File: src/rtl/i2c_pkg.sv
// Shared types for the single-byte I2C master: FSM states, bit counter width,
// and the pad-drive pattern for each state/quarter.
package i2c_pkg;

    typedef enum logic [3:0] {
        IDLE, START, ADDR, ACK_A, WRITE, ACK_D, READ, MACK, STOP
    } state_e;

    localparam int BIT_CNT_W = 3;

    // Returns {sda, scl} drive for a given state, quarter phase and outgoing bit.
    function automatic logic [1:0] line_drive(input state_e st, input logic [1:0] ph,
                                              input logic bit_val);
        logic [1:0] drv;
        drv = 2'b11;
        unique case (st)
            IDLE:        drv = 2'b11;
            START:       drv = ph[1] ? 2'b01 : 2'b11;
            STOP:        drv = (ph == 2'd0) ? 2'b00 : (ph == 2'd1) ? 2'b01 : 2'b11;
            ADDR, WRITE: drv = {bit_val, ph[1]};
            default:     drv = {1'b1, ph[1]};
        endcase
        return drv;
    endfunction

endpackage

File: src/rtl/i2c_master_core_clk_gen.sv
// Quarter-period tick generator with SCL stretch hold and q0..q3 phase output.
module i2c_clk_gen #(
    parameter int DIV = 4
) (
    input  logic       clk,
    input  logic       rst_n,
    input  logic       clr,
    input  logic       scl_o,
    input  logic       scl_i,
    output logic       tick,
    output logic [1:0] phase
);

    localparam int CNT_W = (DIV > 1) ? $clog2(DIV) : 1;

    logic [CNT_W-1:0] cnt_q, cnt_d;
    logic [1:0]       phase_q, phase_d;
    logic             hold;

    // NOTE: every signal written in always_comb gets a default first, so no latch is inferred.
    always_comb begin
        hold    = phase_q[1] && scl_o && !scl_i;
        tick    = !clr && !hold && (cnt_q == CNT_W'(DIV - 1));
        cnt_d   = cnt_q;
        phase_d = phase_q;
        if (clr) begin
            cnt_d   = '0;
            phase_d = '0;
        end else if (!hold) begin
            if (tick) begin
                cnt_d   = '0;
                phase_d = phase_q + 2'd1;
            end else begin
                cnt_d = cnt_q + 1'b1;
            end
        end
    end

    // NOTE: sequential state uses non-blocking assignments only.
    always_ff @(posedge clk) begin
        if (rst_n) begin
            cnt_q   <= '0;
            phase_q <= '0;
        end else begin
            cnt_q   <= cnt_d;
            phase_q <= phase_d;
        end
    end

    assign phase = phase_q;

endmodule

File: src/rtl/i2c_master_core.sv
// Single-byte I2C master: START, address+R/W, one data byte, ACK handling, STOP.
// rst_n is a synchronous reset that is active HIGH.
module i2c_master_core
    import i2c_pkg::*;
#(
    parameter int DIV = 4
) (
    input  logic       clk,
    input  logic       rst_n,
    input  logic       enable,
    input  logic [6:0] slave_address,
    input  logic [7:0] data_in,
    input  logic       rw,
    input  logic       sda_i,
    input  logic       scl_i,
    output logic       sda_o,
    output logic       scl_o,
    output logic [7:0] data_out,
    output logic       busy,
    output logic       done,
    output logic       ack_err
);

    state_e                 state_q, state_d;
    logic [7:0]             sr_q, sr_d, data_q, data_d, data_out_q, data_out_d;
    logic [BIT_CNT_W-1:0]   bit_cnt_q, bit_cnt_d;
    logic                   rw_q, rw_d, ack_q, ack_d;
    logic                   sda_q, sda_d, scl_q, scl_d;
    logic                   busy_q, busy_d, done_q, done_d, ack_err_q, ack_err_d;
    logic                   tick, step_end, sample;
    logic [1:0]             phase, phase_n;

    i2c_clk_gen #(.DIV(DIV)) u_clk_gen (
        .clk   (clk),
        .rst_n (rst_n),
        .clr   (state_q == IDLE),
        .scl_o (scl_q),
        .scl_i (scl_i),
        .tick  (tick),
        .phase (phase)
    );

    always_comb begin
        phase_n    = tick ? phase + 2'd1 : phase;
        step_end   = tick && (phase == 2'd3);
        sample     = tick && (phase == 2'd2);
        state_d    = state_q;
        sr_d       = sr_q;
        data_d     = data_q;
        data_out_d = data_out_q;
        bit_cnt_d  = bit_cnt_q;
        rw_d       = rw_q;
        ack_d      = ack_q;
        busy_d     = busy_q;
        done_d     = 1'b0;
        ack_err_d  = ack_err_q;
        unique case (state_q)
            IDLE: if (enable) begin
                state_d   = START;
                sr_d      = {slave_address, rw};
                rw_d      = rw;
                data_d    = data_in;
                busy_d    = 1'b1;
                ack_err_d = 1'b0;
            end
            START: if (step_end) begin
                state_d   = ADDR;
                bit_cnt_d = '0;
            end
            ADDR, WRITE: if (step_end) begin
                sr_d      = {sr_q[6:0], 1'b0};
                bit_cnt_d = bit_cnt_q + 1'b1;
                if (bit_cnt_q == BIT_CNT_W'(7)) state_d = (state_q == ADDR) ? ACK_A : ACK_D;
            end
            ACK_A: begin
                if (sample) ack_d = sda_i;
                if (step_end) begin
                    if (ack_q) begin
                        ack_err_d = 1'b1;
                        state_d   = STOP;
                    end else if (rw_q) begin
                        state_d = READ;
                    end else begin
                        state_d = WRITE;
                        sr_d    = data_q;
                    end
                end
            end
            ACK_D: begin
                if (sample) ack_d = sda_i;
                if (step_end) begin
                    if (ack_q) ack_err_d = 1'b1;
                    state_d = STOP;
                end
            end
            READ: begin
                if (sample) sr_d = {sr_q[6:0], sda_i};
                if (step_end) begin
                    bit_cnt_d = bit_cnt_q + 1'b1;
                    if (bit_cnt_q == BIT_CNT_W'(7)) state_d = MACK;
                end
            end
            MACK: if (step_end) begin
                data_out_d = sr_q;
                state_d    = STOP;
            end
            STOP: if (step_end) begin
                state_d = IDLE;
                busy_d  = 1'b0;
                done_d  = 1'b1;
            end
            default: state_d = IDLE;
        endcase
        // Pads are registered from the upcoming state/phase so SDA moves only at q0.
        {sda_d, scl_d} = line_drive(state_d, phase_n, sr_d[7]);
    end

    always_ff @(posedge clk) begin
        if (rst_n) begin
            state_q    <= IDLE;
            sr_q       <= '0;
            data_q     <= '0;
            data_out_q <= '0;
            bit_cnt_q  <= '0;
            rw_q       <= 1'b0;
            ack_q      <= 1'b1;
            sda_q      <= 1'b1;
            scl_q      <= 1'b1;
            busy_q     <= 1'b0;
            done_q     <= 1'b0;
            ack_err_q  <= 1'b0;
        end else begin
            state_q    <= state_d;
            sr_q       <= sr_d;
            data_q     <= data_d;
            data_out_q <= data_out_d;
            bit_cnt_q  <= bit_cnt_d;
            rw_q       <= rw_d;
            ack_q      <= ack_d;
            sda_q      <= sda_d;
            scl_q      <= scl_d;
            busy_q     <= busy_d;
            done_q     <= done_d;
            ack_err_q  <= ack_err_d;
        end
    end

    assign sda_o    = sda_q;
    assign scl_o    = scl_q;
    assign data_out = data_out_q;
    assign busy     = busy_q;
    assign done     = done_q;
    assign ack_err  = ack_err_q;

endmodule

File: config.mk
export PLATFORM = sky130hd
export DESIGN_NAME = i2c_master_core
export DESIGN_NICKNAME = d
export VERILOG_FILES = /design/src/rtl/i2c_pkg.sv /design/src/rtl/i2c_master_core_clk_gen.sv /design/src/rtl/i2c_master_core.sv
export SDC_FILE = /design/constraint.sdc
export NUM_CORES = 1
export LEC_CHECK = 0
export CORE_MARGIN = 2
export CORE_UTILIZATION = 55
export CTS_BUF_LIST = sky130_fd_sc_hd__clkbuf_4
export DETAILED_ROUTE_END_ITERATION = 10
export PLACE_DENSITY = 0.82
export SYNTH_ARGS = -nofsm -noshare
export SYNTH_HDL_FRONTEND = slang
export SYNTH_SLANG_ARGS = --single-unit
File: constraint.sdc
create_clock -name clk -period 2.1 [get_ports clk]
set_input_delay 0.42 -clock clk [delete_from_list [all_inputs] [get_ports clk]]
set_output_delay 0.42 -clock clk [all_outputs]
set_load 0.01 [all_outputs]
==> flow_summary.json <==
{
  "status": "complete, no violations",
  "vias": 2076,
  "layout-drive-gt1-share_pct": 20.74,
  "crit_start": "u_clk_gen.phase[0]",
  "ant_nets": 0,
  "grt_pass1_wl_mm": 8.673,
  "wl_per_cell_um": 16.15,
  "core_area_um2": 3633,
  "cts_tree": "yes",
  "finalWorstSetupSlack_ps": 48.61,
  "r2r-start": "u_clk_gen.phase[0]",
  "gp_congestion": 0.8815,
  "holdBufCountCts": 0,
  "dr.pass1.iters": 6,
  "setup_viol": 0,
  "ys_seq_elements": 42,
  "cp-start-kind": "flop",
  "placed_cells": 337,
  "yosysTopAreaCell": "dfxtp_1",
  "drc": 0,
  "dp_slack_ps": -310.4,
  "skew_ps": 6.164,
  "antenna_found_initial": 0,
  "drv_cap": 0,
  "ios": 34,
  "synthFlopType": "dfxtp_1",
  "dieArea_um2": 4282,
  "p_total_mw": 1.394,
  "viasPerCell": 5.983,
  "fin_crit_sh_pct": 97.69,
  "cts_buffer_depth": 2,
  "worstMarginPinSlew_ps": 507.1,
  "die_w_um": 65.44,
  "cts_root_buf": "clkbuf_4",
  "grt_pass1_vias": 1888,
  "synth_top_area_share_pct": 40.51,
  "hold_viol_final": 0,
  "critical_path.max_fanout": 7,
  "fmax_mhz": 487.5,
  "min_from": "data_q[2]",
  "place_hpwl_mm": 3.963,
  "syn_nets": 267,
  "postLayoutCoreUtil_pct": 76.00,
  "period_minus_slack_ps": 2051,
  "grtUsageTotal_pct": 26.03,
  "chipHeight_um": 65.44,
  "clk_latency_ps": 350,
  "cts_sinks": 42,
  "io_buffers": 33,
  "finalNonFillerCells": 347,
  "ys_warn_count": 0,
  "avgSynthCellArea_um2": 8.613,
  "grt_max_degree": 32,
  "htree_levels": 2,
  "final_max_slew_viol_count": 0,
  "numCtsBuffers": 5,
  "power_leakage_nw": 1.041,
  "synth-edff-count": 0,
  "path_clk_slew_ps": 130,
  "cp-end-kind": "flop",
  "ys_types": 50,
  "ys_seq_area_share_pct": 40.51,
  "routed_wl_mm": 5.605,
  "initial_core_util_pct": 57.13,
  "rows": 22,
  "worst-setup-path-type": "reg -> reg",
  "required_ps": 2330,
  "holdCritPathClass": "reg -> reg",
  "fillers": 272,
  "syn-cell-area_um2": 2076,
  "ir_worst_vdd_v": 0.0006408,
  "area.growth.synth_to_final_pct": 33.03,
  "worst-endpoint-arrival_ps": 2280,
  "powerDensity_nw_per_um2": 504.8,
  "drtIter0Drc": 163,
  "gr-total-overflow": 0,
  "max_slew_margin_pct": 66.14,
  "netlist_instances": 241,
  "nNetsFinal": 324,
  "synth_area_leaders": "dfxtp_1 41%, nand2_1 7.2%, a21oi_1 5.1%",
  "async_flop_share_pct": 0,
  "n_antenna_cell": 0
}
## worst max-delay path, cell delays in order, from the launching register on
cell      delay (ps)
dfxtp_1          370
inv_1            100
ha_1             250
and4b_1          230
a22oi_1          350
nor3_4           130
a221oi_2         380
a22oi_2          130
## sequential cells by signal, summed over array words and instances, names as in the netlist, 2 cells and up
name / cells
data_out: 8
data_q: 8
sr_q: 8
state_q: 4
bit_cnt_q: 3
u_clk_gen.cnt_q: 2
u_clk_gen.phase: 2
## cell usage in the layout (no fill, tap or decap), types with 2 or more instances in the layout
cell              n
or4b_4            2
nor4_4            2
clkdlybuf4s50_1  32
mux2i_1          10
nand2b_1          5
nand3b_1          2
nor3_1            5
a211oi_2          2
clkbuf_4          5
nand4_1           2
ha_1              3
buf_4            31
xnor2_1           2
nor4b_1           2
or4b_2            2
and2_1            4
nand2_1          40
ha_2              2
a222oi_1          6
a21oi_1          21
a211oi_1          4
inv_1             6
a22oi_1           4
nor2b_1           2
dfxtp_1          41
nor2_1           25
o21ai_0           4
## cells in the mapped netlist (all sizes together) (2+ instances only)
cell type / number
dfxtp: 42
nand2: 40
nor2: 26
a21oi: 21
mux2i: 10
clkbuf: 8
buf: 7
a211oi: 6
a222oi: 6
inv: 6
nand2b: 6
nor3: 6
a22oi: 5
ha: 5
and2: 4
nor4: 4
o21ai: 4
or4b: 4
nand3b: 2
nand4: 2
nor2b: 2
nor4b: 2
xnor2: 2
## stage by stage
step | TNS (ps) | area (µm²) | hold WS (ps)
final | 0 | 2761 | 476.2
after floorplan | 0 | 2076 | 435.6
after detailed placement | -4961 | 2614 | 458.0
after global placement | -4524 | 2614 | 445.8
after CTS | 0 | 2678 | 476.9
after global routing | -28.88 | 2761 | 495.0
## worst paths after layout
kind         cells after the start        end  slack (ps)
min                              2  data_q[2]         480
min reg2reg                      2  data_q[2]         480
max reg2reg                      7      sda_o          50
max                              7      sda_o          50
## cell families (layout without fill, tap and decap cells)
family          count (synthesis)  after routing  share of synthesized area [%]
mux                            11             11                          5.365
fa+ha+maj                       5              5                          3.014
buf+inv                        21             79                          4.822
compound gates                 53             53                          17.96
flops                          42             42                          40.51
simple gates                  106            106                          27.06
xor+xnor                        3              3                          1.266
## report_power, final
part	internal, mW	switching, mW	leakage [nW]
combinational	0.0739	0.0667	0.667
sequential	0.822	0.0242	0.342
clock	0.131	0.277	0.0312
total	1.03	0.368	1.04
## repair_timing
action | 4_1_cts | 5_1_grt
setup buffers | 0 | 2
setup endpoints to repair | 8 | 26
pin swaps | 0 | 2
endpoints found under the hold margin | 0 | 0
resized for setup | 1 | 13
## cell type report
type | instances | area (µm²) | area share, %
Tap cell | 48 | 60.06 | 2.175
Multi-Input combinational cell | 178 | 1192 | 43.18
Sequential cell | 42 | 842.1 | 30.49
Timing Repair Buffer | 65 | 585.6 | 21.21
Clock buffer | 5 | 37.54 | 1.359
Inverter | 6 | 22.52 | 0.8156
Clock inverter | 3 | 21.27 | 0.7703
## per-layer routing
metal | vias up | global-route usage, % | wire, µm
li1 | 984 | - | -
met1 | 996 | 35.60 | 2476
met2 | 88 | 41.71 | 2687
met3 | 8 | 6.164 | 378
met4 | 0 | 5.990 | 63
met5 | - | 0 | 0
Note: power is estimated with default switching activity, not from simulation.
